`src/rtl/cmd_responder_pkg.sv`:
```
// ============================================================================
// Module      : timetag_cmd_pkg
// Description : Frame constants and FSM state type for the FX2 command path.
// Revision    : 1.0
// ============================================================================
`default_nettype none

package timetag_cmd_pkg;

    localparam logic [7:0] MAGIC      = 8'hAA;
    localparam logic [7:0] OP_READ    = 8'h01;
    localparam logic [7:0] OP_WRITE   = 8'h02;
    localparam logic [7:0] STATUS_OK  = 8'h00;
    localparam logic [7:0] STATUS_ERR = 8'hEE;

    localparam logic [2:0] LEN_WR_REPLY  = 3'd3;
    localparam logic [2:0] LEN_RD_REPLY  = 3'd6;
    localparam logic [2:0] LEN_ERR_REPLY = 3'd2;

    typedef enum logic [2:0] {
        ST_IDLE    = 3'd0,
        ST_OPCODE  = 3'd1,
        ST_ADDR    = 3'd2,
        ST_DATA    = 3'd3,
        ST_EXEC    = 3'd4,
        ST_RD_WAIT = 3'd5,
        ST_REPLY   = 3'd6
    } state_e;

endpackage

`default_nettype wire

```
`src/rtl/cmd_responder_if.sv`:
```
// ============================================================================
// Module      : cmd_responder_if
// Description : Command/reply byte channel plus register bus of the responder.
// Revision    : 1.0
// ============================================================================
`default_nettype none

interface cmd_responder_if;

    logic [7:0]  cmd;
    logic        cmd_wr;
    logic [7:0]  reply;
    logic        reply_rdy;
    logic        reply_ack;
    logic        reply_end;
    logic [7:0]  reg_addr;
    logic [31:0] reg_wdata;
    logic        reg_wr;
    logic        reg_rd;
    logic [31:0] reg_rdata;

    modport slave (
        input  cmd, cmd_wr, reply_ack, reg_rdata,
        output reply, reply_rdy, reply_end, reg_addr, reg_wdata, reg_wr, reg_rd
    );

    modport master (
        output cmd, cmd_wr, reply_ack, reg_rdata,
        input  reply, reply_rdy, reply_end, reg_addr, reg_wdata, reg_wr, reg_rd
    );

endinterface

`default_nettype wire

```
`src/rtl/cmd_responder_reply_shifter.sv`:
```
// ============================================================================
// Module      : cmd_reply_shifter
// Description : Up-to-6-byte reply buffer, loaded in one cycle, drained per ack.
// Revision    : 1.0
// ============================================================================
`default_nettype none

module cmd_reply_shifter (
    input  wire logic        clk,
    input  wire logic        rst,
    input  wire logic        load_i,
    input  wire logic [2:0]  load_len_i,
    input  wire logic [47:0] load_data_i,
    input  wire logic        ack_i,
    output logic             rdy_o,
    output logic [7:0]       byte_o,
    output logic             end_o
);

    logic [47:0] buf_q;
    logic [2:0]  len_q;
    logic [2:0]  idx_q;
    logic        active_q;
    logic        w_last;

    assign w_last = (idx_q == (len_q - 3'd1));

    always_ff @(posedge clk or posedge rst) begin
        if (rst) begin
            buf_q    <= '0;
            len_q    <= '0;
            idx_q    <= '0;
            active_q <= 1'b0;
        end else if (load_i) begin
            buf_q    <= load_data_i;
            len_q    <= load_len_i;
            idx_q    <= '0;
            active_q <= 1'b1;
        end else if (active_q && ack_i) begin
            if (w_last) begin
                active_q <= 1'b0;
            end else begin
                idx_q <= idx_q + 3'd1;
            end
        end
    end

    // Byte 0 sits in the low bits; the output is forced to zero when idle.
    assign rdy_o  = active_q;
    assign byte_o = active_q ? buf_q[{idx_q, 3'b000} +: 8] : 8'h00;
    assign end_o  = active_q & w_last;

endmodule

`default_nettype wire

```
`src/rtl/cmd_responder.sv`:
```
// ============================================================================
// Module      : cmd_responder
// Description : Parses FX2 register read/write frames and returns reply frames.
// Revision    : 1.0
// ============================================================================
`default_nettype none

module cmd_responder
    import timetag_cmd_pkg::*;
#(
    parameter int TIMEOUT_CYCLES = 65535
) (
    input  wire logic       fx2_clk,
    input  wire logic       reset,
    cmd_responder_if.slave  link,
    output logic            cmd_dropped,
    output logic            busy
);

    localparam int TW = $clog2(TIMEOUT_CYCLES + 1);

    state_e      state_q, state_d;
    logic [7:0]  addr_q;
    logic [31:0] wdata_q;
    logic        is_write_q;
    logic [1:0]  byte_cnt_q;
    logic [TW-1:0] timer_q;
    logic        dropped_q;

    logic        w_parsing;
    logic        w_timeout;
    logic        w_op_valid;
    logic        w_load;
    logic [2:0]  w_load_len;
    logic [47:0] w_load_data;
    logic        w_reply_done;

    assign w_parsing    = (state_q == ST_OPCODE) || (state_q == ST_ADDR) || (state_q == ST_DATA);
    assign w_timeout    = w_parsing && !link.cmd_wr && (timer_q == TW'(TIMEOUT_CYCLES - 1));
    assign w_op_valid   = (link.cmd == OP_READ) || (link.cmd == OP_WRITE);
    assign w_reply_done = link.reply_rdy && link.reply_ack && link.reply_end;

    always_ff @(posedge fx2_clk or posedge reset) begin
        if (reset) begin
            state_q <= ST_IDLE;
        end else begin
            state_q <= state_d;
        end
    end

    always_comb begin
        state_d = state_q;
        case (state_q)
            ST_IDLE: begin
                if (link.cmd_wr && link.cmd == MAGIC) state_d = ST_OPCODE;
            end
            ST_OPCODE: begin
                if (link.cmd_wr)    state_d = w_op_valid ? ST_ADDR : ST_REPLY;
                else if (w_timeout) state_d = ST_IDLE;
            end
            ST_ADDR: begin
                if (link.cmd_wr)    state_d = is_write_q ? ST_DATA : ST_EXEC;
                else if (w_timeout) state_d = ST_IDLE;
            end
            ST_DATA: begin
                if (link.cmd_wr) begin
                    if (byte_cnt_q == 2'd3) state_d = ST_EXEC;
                end else if (w_timeout) begin
                    state_d = ST_IDLE;
                end
            end
            ST_EXEC:    state_d = is_write_q ? ST_REPLY : ST_RD_WAIT;
            ST_RD_WAIT: state_d = ST_REPLY;
            ST_REPLY: begin
                if (w_reply_done) state_d = ST_IDLE;
            end
            default:    state_d = ST_IDLE;
        endcase
    end

    always_comb begin
        link.reg_wr = (state_q == ST_EXEC) &&  is_write_q;
        link.reg_rd = (state_q == ST_EXEC) && !is_write_q;
        busy        = (state_q != ST_IDLE);
        w_load      = 1'b0;
        w_load_len  = LEN_ERR_REPLY;
        w_load_data = {32'h0, STATUS_ERR, MAGIC};
        if (state_q == ST_OPCODE && link.cmd_wr && !w_op_valid) begin
            w_load = 1'b1;
        end else if (state_q == ST_EXEC && is_write_q) begin
            w_load      = 1'b1;
            w_load_len  = LEN_WR_REPLY;
            w_load_data = {24'h0, STATUS_OK, addr_q, MAGIC};
        end else if (state_q == ST_RD_WAIT) begin
            w_load      = 1'b1;
            w_load_len  = LEN_RD_REPLY;
            w_load_data = {link.reg_rdata, addr_q, MAGIC};
        end
    end

    always_ff @(posedge fx2_clk or posedge reset) begin
        if (reset) begin
            addr_q     <= '0;
            wdata_q    <= '0;
            is_write_q <= 1'b0;
            byte_cnt_q <= '0;
            timer_q    <= '0;
            dropped_q  <= 1'b0;
        end else begin
            if (state_q == ST_OPCODE && link.cmd_wr && w_op_valid) begin
                is_write_q <= (link.cmd == OP_WRITE);
            end
            if (state_q == ST_ADDR && link.cmd_wr) begin
                addr_q     <= link.cmd;
                byte_cnt_q <= '0;
            end
            if (state_q == ST_DATA && link.cmd_wr) begin
                wdata_q[{byte_cnt_q, 3'b000} +: 8] <= link.cmd;
                byte_cnt_q <= byte_cnt_q + 2'd1;
            end
            // Inter-byte idle counter; restarts on every byte and outside parsing.
            if (w_parsing && !link.cmd_wr) begin
                timer_q <= timer_q + TW'(1);
            end else begin
                timer_q <= '0;
            end
            if (link.cmd_wr && (state_q == ST_EXEC || state_q == ST_RD_WAIT || state_q == ST_REPLY)) begin
                dropped_q <= 1'b1;
            end
        end
    end

    assign link.reg_addr  = addr_q;
    assign link.reg_wdata = wdata_q;
    assign cmd_dropped    = dropped_q;

    cmd_reply_shifter u_shifter (
        .clk         (fx2_clk),
        .rst         (reset),
        .load_i      (w_load),
        .load_len_i  (w_load_len),
        .load_data_i (w_load_data),
        .ack_i       (link.reply_ack),
        .rdy_o       (link.reply_rdy),
        .byte_o      (link.reply),
        .end_o       (link.reply_end)
    );

endmodule

`default_nettype wire

```
`src/flat_wrapper.sv`:
```
// flat-port wrapper written by rule: the top's interface ports become plain ports
module cmd_responder_flat import timetag_cmd_pkg::*;
#(
    parameter int TIMEOUT_CYCLES = 65535
)
  (fx2_clk, reset, cmd_dropped, busy, link_cmd, link_cmd_wr, link_reply_ack, link_reg_rdata, link_reply, link_reply_rdy, link_reply_end, link_reg_addr, link_reg_wdata, link_reg_wr, link_reg_rd);
  cmd_responder_if link_i ();
  input  wire logic fx2_clk;
  input  wire logic reset;
  output logic cmd_dropped;
  output logic busy;
  input wire logic [$bits(link_i.cmd)-1:0] link_cmd;
  input wire logic [$bits(link_i.cmd_wr)-1:0] link_cmd_wr;
  input wire logic [$bits(link_i.reply_ack)-1:0] link_reply_ack;
  input wire logic [$bits(link_i.reg_rdata)-1:0] link_reg_rdata;
  output wire logic [$bits(link_i.reply)-1:0] link_reply;
  output wire logic [$bits(link_i.reply_rdy)-1:0] link_reply_rdy;
  output wire logic [$bits(link_i.reply_end)-1:0] link_reply_end;
  output wire logic [$bits(link_i.reg_addr)-1:0] link_reg_addr;
  output wire logic [$bits(link_i.reg_wdata)-1:0] link_reg_wdata;
  output wire logic [$bits(link_i.reg_wr)-1:0] link_reg_wr;
  output wire logic [$bits(link_i.reg_rd)-1:0] link_reg_rd;
  assign link_i.cmd = link_cmd;
  assign link_i.cmd_wr = link_cmd_wr;
  assign link_i.reply_ack = link_reply_ack;
  assign link_i.reg_rdata = link_reg_rdata;
  assign link_reply = link_i.reply;
  assign link_reply_rdy = link_i.reply_rdy;
  assign link_reply_end = link_i.reply_end;
  assign link_reg_addr = link_i.reg_addr;
  assign link_reg_wdata = link_i.reg_wdata;
  assign link_reg_wr = link_i.reg_wr;
  assign link_reg_rd = link_i.reg_rd;
  cmd_responder #(.TIMEOUT_CYCLES(TIMEOUT_CYCLES)) u_core (.fx2_clk(fx2_clk), .reset(reset), .link(link_i), .cmd_dropped(cmd_dropped), .busy(busy));
endmodule
```
`config.mk`:
```
export PLATFORM = sky130hd
export DESIGN_NAME = cmd_responder_flat
export DESIGN_NICKNAME = d
export VERILOG_FILES = /design/src/rtl/cmd_responder_pkg.sv /design/src/rtl/cmd_responder_if.sv /design/src/rtl/cmd_responder_reply_shifter.sv /design/src/rtl/cmd_responder.sv /design/src/flat_wrapper.sv
export SDC_FILE = /design/constraint.sdc
export NUM_CORES = 1
export LEC_CHECK = 0
export ABC_CLOCK_PERIOD_IN_PS = 9020
export CORE_ASPECT_RATIO = 0.5
export CORE_MARGIN = 10
export CORE_UTILIZATION = 42
export CTS_BUF_LIST = sky130_fd_sc_hd__clkbuf_16
export DETAILED_ROUTE_END_ITERATION = 10
export PLACE_DENSITY = 0.67
export SKIP_LAST_GASP = 1
export SLEW_MARGIN = 20
export SYNTH_ARGS = -nofsm -noshare
export SYNTH_HDL_FRONTEND = slang
export SYNTH_SLANG_ARGS = --single-unit
```
`constraint.sdc`:
```
create_clock -name fx2_clk -period 9.02 [get_ports fx2_clk]
set_clock_uncertainty 0.05 [all_clocks]
set_input_delay 2.255 -clock fx2_clk [delete_from_list [all_inputs] [get_ports fx2_clk]]
set_output_delay 2.255 -clock fx2_clk [all_outputs]
set_load 0.1 [all_outputs]
```
==> results of run 1 <==
## cell usage after synthesis (6+ instances only)
master and count:
buf_2 6, nand4_1 6, a22o_1 32, dfrtp_1 110, nor3_1 9, nand2_1 97
xnor2_1 8, nor2_1 24, inv_1 7, mux2_2 12, xor2_1 9, and2_1 8
ha_1 10, mux2i_1 9, clkbuf_1 19, o21ai_0 46, nand3_1 13
## worst reg2reg max path, cell delays in order, from the launching register on
cell     delay (ps)
dfrtp_1         490
inv_1           150
ha_1            380
nor3b_1         780
nand2_1         120
o21ai_0         180
## sequential cells by signal (all words and copies together) (netlist names)
name,flops
u_core.u_shifter.buf_q,40
u_core.is_write_q,1
u_core.u_shifter.len_q,3
u_core.byte_cnt_q,2
u_core.u_shifter.rdy_o,1
u_core.cmd_dropped,1
u_core.u_shifter.idx_q,3
u_core.link.reg_wdata,32
u_core.timer_q,16
u_core.state_q,3
u_core.link.reg_addr,8
## area by class of cell
class / instances / area [um^2]
inverters: 7 / 28.8
multi-input cells: 353 / 2280
repair buffers: 100 / 993
clock buffers: 9 / 225
fillers: 1061 / 5400
flip-flops and latches: 110 / 2750
well taps: 165 / 206
clock inverters: 7 / 66.3
## metal layers
metal | part of all wire (%) | global-route usage (%) | up-vias
met4 | 0.78 | 3.25 | 0
met5 | 0 | 0 | -
li1 | - | - | 1922
met1 | 48 | 20.7 | 1854
met2 | 45 | 23.7 | 81
met3 | 6.1 | 4.91 | 7
## worst min path at each step
| stage | start | endpoint | slack (ps) | cells past startpoint |
|---|---|---|---|---|
| after floorplan | u_core.u_shifter.buf_q[11] | u_core.u_shifter.buf_q[11] | 410 | 2 |
| after global placement | u_core.cmd_dropped | u_core.cmd_dropped | 400 | 1 |
| after detailed placement | u_core.cmd_dropped | u_core.cmd_dropped | 410 | 1 |
| after CTS | u_core.cmd_dropped | u_core.cmd_dropped | 430 | 1 |
| after global routing | u_core.cmd_dropped | u_core.cmd_dropped | 450 | 1 |
| final | u_core.cmd_dropped | u_core.cmd_dropped | 420 | 1 |
## metrics by stage
step	instance area [um^2]	setup slack, ps	instances	util [%]
after floorplan	5190	3810	499	-
after global placement	6250	4040	735	52.3
after detailed placement	6260	4030	735	52.4
after CTS	6550	3640	751	54.8
after global routing	6550	3420	751	54.8
final	6550	3660	751	54.8
## cell families after synthesis
logic type	after synthesis	synth area share (%)
compound gates	111	14.8
xor+xnor	18	3.30
fa+ha+maj	10	2.41
buf+inv	36	3.25
flops	110	53.0
mux	25	6.07
simple gates	189	17.2
## power breakdown
part	leakage, nW	switching, mW	internal, mW
clock network	0.140	0.175	0.213
logic	1.19	0.792	0.375
registers	1.45	0.172	0.649
total	2.78	1.14	1.24
==> metrics.md, run 1 <==
| Metric | Value |
|---|---|
| Status | `complete, no violations` |
| Final Setup Violations | `0` |
| Total CTS buffers | `9` |
| Synth top area share | `53.0%` |
| GPL Wtd Cong | `0.803` |
| Layout Nets | `635` |
| Worst setup startpoint | `u_core.u_shifter.idx_q[0]` |
| Deepest clock path buffer count | `2` |
| Clk root buf | `clkbuf_16` |
| DRT iter0 DRCs | `262` |
| Post-synthesis sequential area ratio | `53.0%` |
| Clock slew seen by the registers of the worst setup and hold paths | `70 ps` |
| Crit path depth | `4` |
| Slew headroom | `30.2%` |
| R2R setup slack | `6790 ps` |
| Cell taking the most area after synthesis | `dfrtp_1` |
| Tmin final | `5360 ps` |
| Antenna-violating nets left | `0` |
| Hold Buf Count CTS | `0` |
| Die area | `0.0175 mm^2` |
| PD cells | `363 mW/mm^2` |
| Overall Power | `2.38 mW` |
| End of the critical path | `link_reply_end` |
| CTS tree | `built` |
| Cell variety after synth | `51` |
| Max-Cap Viols | `0` |
| Worst Hold Class | `reg -> reg` |
| Die width | `177 um` |
| Syn Nets | `553` |
| Worst Path Arrival | `3060 ps` |
| Cell family with most CP delay | `buffers and inverters` |
| Cell Chain, Critical Path | `xor2_1 -> and3_1 -> and2_1 -> clkdlybuf4s50_1` |
| Vias per inst | `5.15` |
| Reg2Reg Launch Point | `u_core.byte_cnt_q[0]` |
| Cells after synthesis | `499` |
| Crit. End Element | `output port` |
| Total congestion overflow | `0` |
| CP max stage delay | `1130 ps` |
| Startpoint types | `flop` |
| Cts repair resizes | `0` |
| Post-DR wirelength/cell | `17.3 um` |
| Io pins | `98` |
| Main synth FF type | `dfrtp_1` |
| Mapped cell area | `0.00519 mm^2` |
| CP Max Fanout | `20` |
| Worst path buffer plus inverter count | `1` |
| Synth area leaders | `dfrtp_1, nand2_1, a22o_1` |
| Drt total wl | `13000 um` |
| Slowest-stage cell, CP | `clkdlybuf4s50_1` |
| Most frequent cells in the layout | `dfrtp_1, nand2_1, clkdlybuf4s50_1` |
| Fin Hold WS | `424 ps` |
| Setup bufs post-CTS | `0` |
| Max Slew Vio Count | `0` |
| First-pass GRT wire length | `21900 um` |
| Antenna cells | `0` |
| R2r endpoint | `u_core.link.reg_wdata[20]` |
| Vias | `3864` |
| Critical Setup Path Class | `reg -> out` |
| Worst-Margin Slew | `1040 ps` |
| Static leakage | `2.78 nW` |
| DP Wirelength | `9110 um` |
| Antenna violations before repair | `0` |
| Most common cell after layout, fill and taps aside | `dfrtp_1` |
| Post-synth EDFFs | `0` |
| RSZ-0062 raised after global routing | `false` |
| Synth async-reset ratio | `100%` |
| Tcrit/Tclk final | `59.5%` |
| H-tree depth | `3` |
| Rows | `28` |
| Endpoints failing hold | `0` |
| Setup TNS | `0 ps` |
| Fmax | `0.186 GHz` |
| # clock sinks | `110` |
| Total Routing Usage GR | `15.3%` |
| Initial core utilization | `43.5%` |
| PortBufs | `97` |
| Vias in the first global route | `3978` |
| Area delta synth->final | `26.1%` |
| Yosys reg bits | `110` |
| Die height | `98.6 um` |
| Clock network latency to the later pin of the worst-skew pair | `340 ps` |
| R2R cell count | `5` |
| Max VDD drop | `0.271 mV` |
| Yosys warning total | `0` |
| TritonRoute pass-1 iters | `4` |
| DRC errors left | `0` |
| Syn_area_per_cell | `10.4 um^2` |
| Core area | `0.0119 mm^2` |
| Worst endpoint required time | `6720 ps` |
| Share of layout cells above drive strength 1 | `7.17%` |
| Pin count of the biggest net entering global routing | `58` |
Note: power is estimated with default switching activity, not from simulation.
==> inputs of run 2 (changes only) <==
ABC_CLOCK_PERIOD_IN_PS = 5000   (was 9020)
clock period = 5 ns   (was 9.02 ns; I/O delays follow)
==> run 2 against run 1 <==
Effect of this change: register-to-register slack worse by 4200 ps; final cell count unchanged; via count grew 1.4%; sequential share of layout area is 0.080 points higher; highest routed layer unchanged; combinational power is 79% higher; count of clock-buffer cells in the layout stayed put.
==> metrics.md, run 2 (same netlist as run 1, synthesis figures left out) <==
| Metric | Value |
|---|---|
| Fin area | `0.00654 mm^2` |
| PD cells | `652 mW/mm^2` |
| Deepest clock path buffer count | `2` |
| Max VDD drop | `0.423 mV` |
| Setup ws final | `751 ps` |
| Vias per inst | `5.22` |
| Total CTS buffers | `9` |
| Reg with most FFs | `u_core.u_shifter.buf_q` |
| Worst Path Arrival | `2950 ps` |
| Most common cell after layout, fill and taps aside | `dfrtp_1` |
| Final Setup Violations | `0` |
| Cts repair resizes | `0` |
| Area delta synth->final | `25.8%` |
| H-tree depth | `3` |
| Tmin final | `4250 ps` |
| Tcrit/Tclk final | `85.0%` |
| Die area | `0.0175 mm^2` |
| CP max stage delay | `1140 ps` |
| Static leakage | `2.79 nW` |
| Layout Nets | `635` |
| RSZ-0062 raised after global routing | `false` |
| Clock slew seen by the registers of the worst setup and hold paths | `70 ps` |
| Antenna cells | `0` |
| Vias in the first global route | `3905` |
| TritonRoute pass-1 iters | `4` |
| Die height | `98.6 um` |
| Total Routing Usage GR | `15.2%` |
| Setup TNS | `0 ps` |
| Pin count of the biggest net entering global routing | `63` |
| Initial core utilization | `43.5%` |
| GPL Wtd Cong | `0.806` |
| Hold Buf Count CTS | `0` |
| Drt total wl | `13000 um` |
| Cell Chain, Critical Path | `mux2i_1 -> o21ai_0 -> o211a_1 -> clkdlybuf4s50_1` |
| Max FFs per register | `40` |
| Slew headroom | `26.2%` |
| Max Slew Vio Count | `0` |
| Clock network latency to the later pin of the worst-skew pair | `350 ps` |
| Worst-Margin Slew | `1100 ps` |
| DRT iter0 DRCs | `311` |
| Max-Cap Viols | `0` |
| Die width | `177 um` |
| Share of layout cells above drive strength 1 | `8.70%` |
| Clk root buf | `clkbuf_16` |
| Fmax | `0.235 GHz` |
| Antenna-violating nets left | `0` |
| Slowest-stage cell, CP | `clkdlybuf4s50_1` |
| Endpoints failing hold | `0` |
| CTS tree | `built` |
| CP Max Fanout | `20` |
| Post-DP Area | `0.00625 mm^2` |
| Rows | `28` |
| Crit. End Element | `output port` |
| Setup bufs post-CTS | `0` |
| Status | `complete, no violations` |
| Pre-CTS setup slack | `1140 ps` |
| Vias | `3920` |
| Most frequent cells in the layout | `dfrtp_1, nand2_1, clkdlybuf4s50_1` |
| # clock sinks | `110` |
| Startpoint types | `flop` |
| DRC errors left | `0` |
| Core area | `0.0119 mm^2` |
| Overall Power | `4.26 mW` |
| Total congestion overflow | `0` |
| DP Wirelength | `9060 um` |
| Post-DR wirelength/cell | `17.3 um` |
| Worst Hold Class | `reg -> reg` |
| First-pass GRT wire length | `21600 um` |
| Antenna violations before repair | `0` |
| PortBufs | `97` |
| Critical Setup Path Class | `reg -> out` |
| Worst endpoint required time | `3700 ps` |
| Io pins | `98` |
==> run 2: per-layer routing <==
| layer | track usage, % | vias to the layer above | part of all wire [%] |
|---|---|---|---|
| li1 | - | 1920 | - |
| met1 | 21.3 | 1920 | 49 |
| met2 | 22.7 | 70 | 45 |
| met3 | 4.34 | 10 | 5.0 |
| met4 | 3.38 | 0 | 0.79 |
| met5 | 0 | - | 0 |
==> run 2: report_power, final <==
group | internal [mW] | switching [mW] | leakage, nW
logic | 0.667 | 1.44 | 1.21
registers | 1.17 | 0.302 | 1.45
clock network | 0.345 | 0.342 | 0.138
total | 2.18 | 2.08 | 2.79
==> run 2: worst paths after layout <==
kind	startpoint	endpoint	slack, ps	depth (start not counted)
min in group asynchronous	reset	u_core.u_shifter.buf_q[16]	1340	2
max	u_core.u_shifter.idx_q[0]	link_reply[7]	750	4
min	u_core.cmd_dropped	u_core.cmd_dropped	420	1
max in group asynchronous	reset	u_core.link.reg_wdata[7]	2760	3
max reg2reg	u_core.byte_cnt_q[0]	u_core.link.reg_wdata[28]	2640	5
min reg2reg	u_core.cmd_dropped	u_core.cmd_dropped	420	1
==> run 2: area by class of cell <==
cell class | instances | area (um^2)
Tap cell | 165 | 206
Fill cell | 1053 | 5410
Timing Repair Buffer | 100 | 988
Inverter | 7 | 28.8
Clock buffer | 9 | 225
Sequential cell | 110 | 2750
Clock inverter | 7 | 58.8
Multi-Input combinational cell | 353 | 2280
==> run 2: per-stage QoR <==
step	hold WS [ps]	std cells	util (%)
after floorplan	407	499	-
after detailed placement	414	735	52.3
after CTS	431	751	54.7
after global routing	459	751	54.7
final	425	751	54.7
after global placement	407	735	52.3
==> run 2: critical path, delay by kind of cell (launching register included) <==
kind | cells | cell delay [ps]
buffers and inverters | 1 | 1140
flip-flops | 1 | 920
AO/OA/AOI/OAI | 2 | 370
multiplexers | 1 | 160
==> inputs of run 3 (changes only) <==
ABC_CLOCK_PERIOD_IN_PS = 3450   (was 5000)
PLACE_DENSITY = 0.69   (was 0.67)
clock period = 3.45 ns   (was 5 ns; I/O delays follow)
==> run 3 against run 2 <==
Effect of this change: design area increased by 1.7%; first-iteration DRC count decreased by 23%; register-to-register slack got worse by 1600 ps; sequential power rose by 42%; global-route usage increased by 0.44 points; critical endpoint is now link_reply[5].
==> metrics.md, run 3 (same netlist as run 1, synthesis figures left out) <==
| Metric | Value |
|---|---|
| Status | `complete, no violations` |
| Most frequent cells in the layout | `dfrtp_1, nand2_1, buf_4` |
| # clock sinks | `110` |
| Reg with most FFs | `u_core.u_shifter.buf_q` |
| Max FFs per register | `40` |
| Core area | `0.0119 mm^2` |
| Non-filler cells, final | `763` |
| Layout Nets | `648` |
| Rows | `28` |
| Fmax | `0.321 GHz` |
| Static leakage | `2.98 nW` |
| Vias in the first global route | `4005` |
| Crit. End Element | `output port` |
| RSZ-0062 raised after global routing | `false` |
| Area delta synth->final | `28.0%` |
| Total CTS buffers | `9` |
| Deepest clock path buffer count | `2` |
| Vias | `4001` |
| Final Setup Violations | `0` |
| Hold Buf Count CTS | `0` |
| Most common cell after layout, fill and taps aside | `dfrtp_1` |
| Vias per inst | `5.24` |
| Worst Hold Class | `reg -> reg` |
| Antenna cells | `0` |
| Drt total wl | `13500 um` |
| Antenna violations before repair | `0` |
| Final Util | `55.7%` |
| CP max stage delay | `700 ps` |
| Hold depth | `1` |
| Die width | `177 um` |
| Initial core utilization | `43.5%` |
| TritonRoute pass-1 iters | `4` |
| Worst Path Arrival | `2200 ps` |
| Slew headroom | `34.4%` |
| Setup bufs post-CTS | `0` |
| Clock network latency to the later pin of the worst-skew pair | `350 ps` |
| Cts repair resizes | `0` |
| Total congestion overflow | `0` |
| DRT iter0 DRCs | `239` |
| Setup TNS | `0 ps` |
| Fin Hold WS | `422 ps` |
| Share of layout cells above drive strength 1 | `18.1%` |
| Tmin final | `3120 ps` |
| Cell Chain, Critical Path | `buf_4 -> mux4_2 -> o211a_1 -> buf_12` |
| Total Routing Usage GR | `15.6%` |
| Max Slew Vio Count | `0` |
| DRC errors left | `0` |
| PortBufs | `97` |
| Worst-Margin Slew | `982 ps` |
| Pin count of the biggest net entering global routing | `43` |
| GPL Wtd Cong | `0.817` |
| First-pass GRT wire length | `22100 um` |
| Startpoint types | `flop` |
| Filler Cell Count | `1048` |
| Clock slew seen by the registers of the worst setup and hold paths | `70 ps` |
| Slowest-stage cell, CP | `dfrtp_1` |
| Post-DR wirelength/cell | `17.6 um` |
| CP Max Fanout | `14` |
| CTS tree | `built` |
| PD cells | `969 mW/mm^2` |
| Max VDD drop | `0.637 mV` |
| Dpl cells | `748` |
| Clk root buf | `clkbuf_16` |
| Worst endpoint required time | `2540 ps` |
| Io pins | `98` |
| Critical Setup Path Class | `reg -> out` |
| DP Wirelength | `9570 um` |
| Max-Cap Viols | `0` |
| Die height | `98.6 um` |
| R2R cell count | `5` |
| Tcrit/Tclk final | `90.3%` |
| Die area | `0.0175 mm^2` |
| H-tree depth | `3` |
| Endpoints failing hold | `0` |
| Antenna-violating nets left | `0` |
## run 3: layout make-up
class                   count  area, um^2  area share, %
repair buffers            113        1060           15.9
multi-input cells         353        2280           34.2
well taps                 165         206           3.10
inverters                   7        30.0          0.452
clock buffers               9         225           3.39
clock inverters             6         103           1.54
flip-flops and latches    110        2750           41.4
## run 3: worst paths after layout
check / slack [ps] / from / endpoint
hold reg to reg: 420 / u_core.cmd_dropped / u_core.cmd_dropped
setup reg to reg: 1090 / u_core.byte_cnt_q[0] / u_core.link.reg_wdata[16]
hold / removal: 420 / u_core.cmd_dropped / u_core.cmd_dropped
setup / recovery: 330 / u_core.u_shifter.idx_q[1] / link_reply[5]
min in group asynchronous: 920 / reset / u_core.u_shifter.buf_q[41]
max in group asynchronous: 1790 / reset / u_core.cmd_dropped
## run 3: metrics by stage
step / worst slack (ps) / instance area, um^2 / power, mW
6_report: 334 / 6650 / 6.45
5_1_grt: 217 / 6650 / 6.78
4_1_cts: 321 / 6650 / 6.49
3_5_place_dp: 539 / 6320 / 5.32
3_3_place_gp: 628 / 6320 / 5.28
2_1_floorplan: 520 / 5200 / 4.49
## run 3: power breakdown
part | internal [mW] | total, mW | switching (mW) | leakage, nW
Sequential | 1.70 | 2.09 | 0.391 | 1.45
Clock | 0.700 | 1.15 | 0.449 | 0.164
Combinational | 1.04 | 3.21 | 2.17 | 1.37
## run 3: worst max-delay path, delay by kind of cell (launching register included)
family	cells	cell delay [ps]
buf+inv	2	410
compound gates	1	250
flops	1	700
mux	1	490
## run 3: routing by layer
metal  global-route usage (%)  routed length (um)  share of wire, %
met1                     20.4                6220                46
met2                     24.9                6370                47
met3                     4.27                 730               5.4
met4                     4.39                 143               1.1
met5                        0                   0                 0
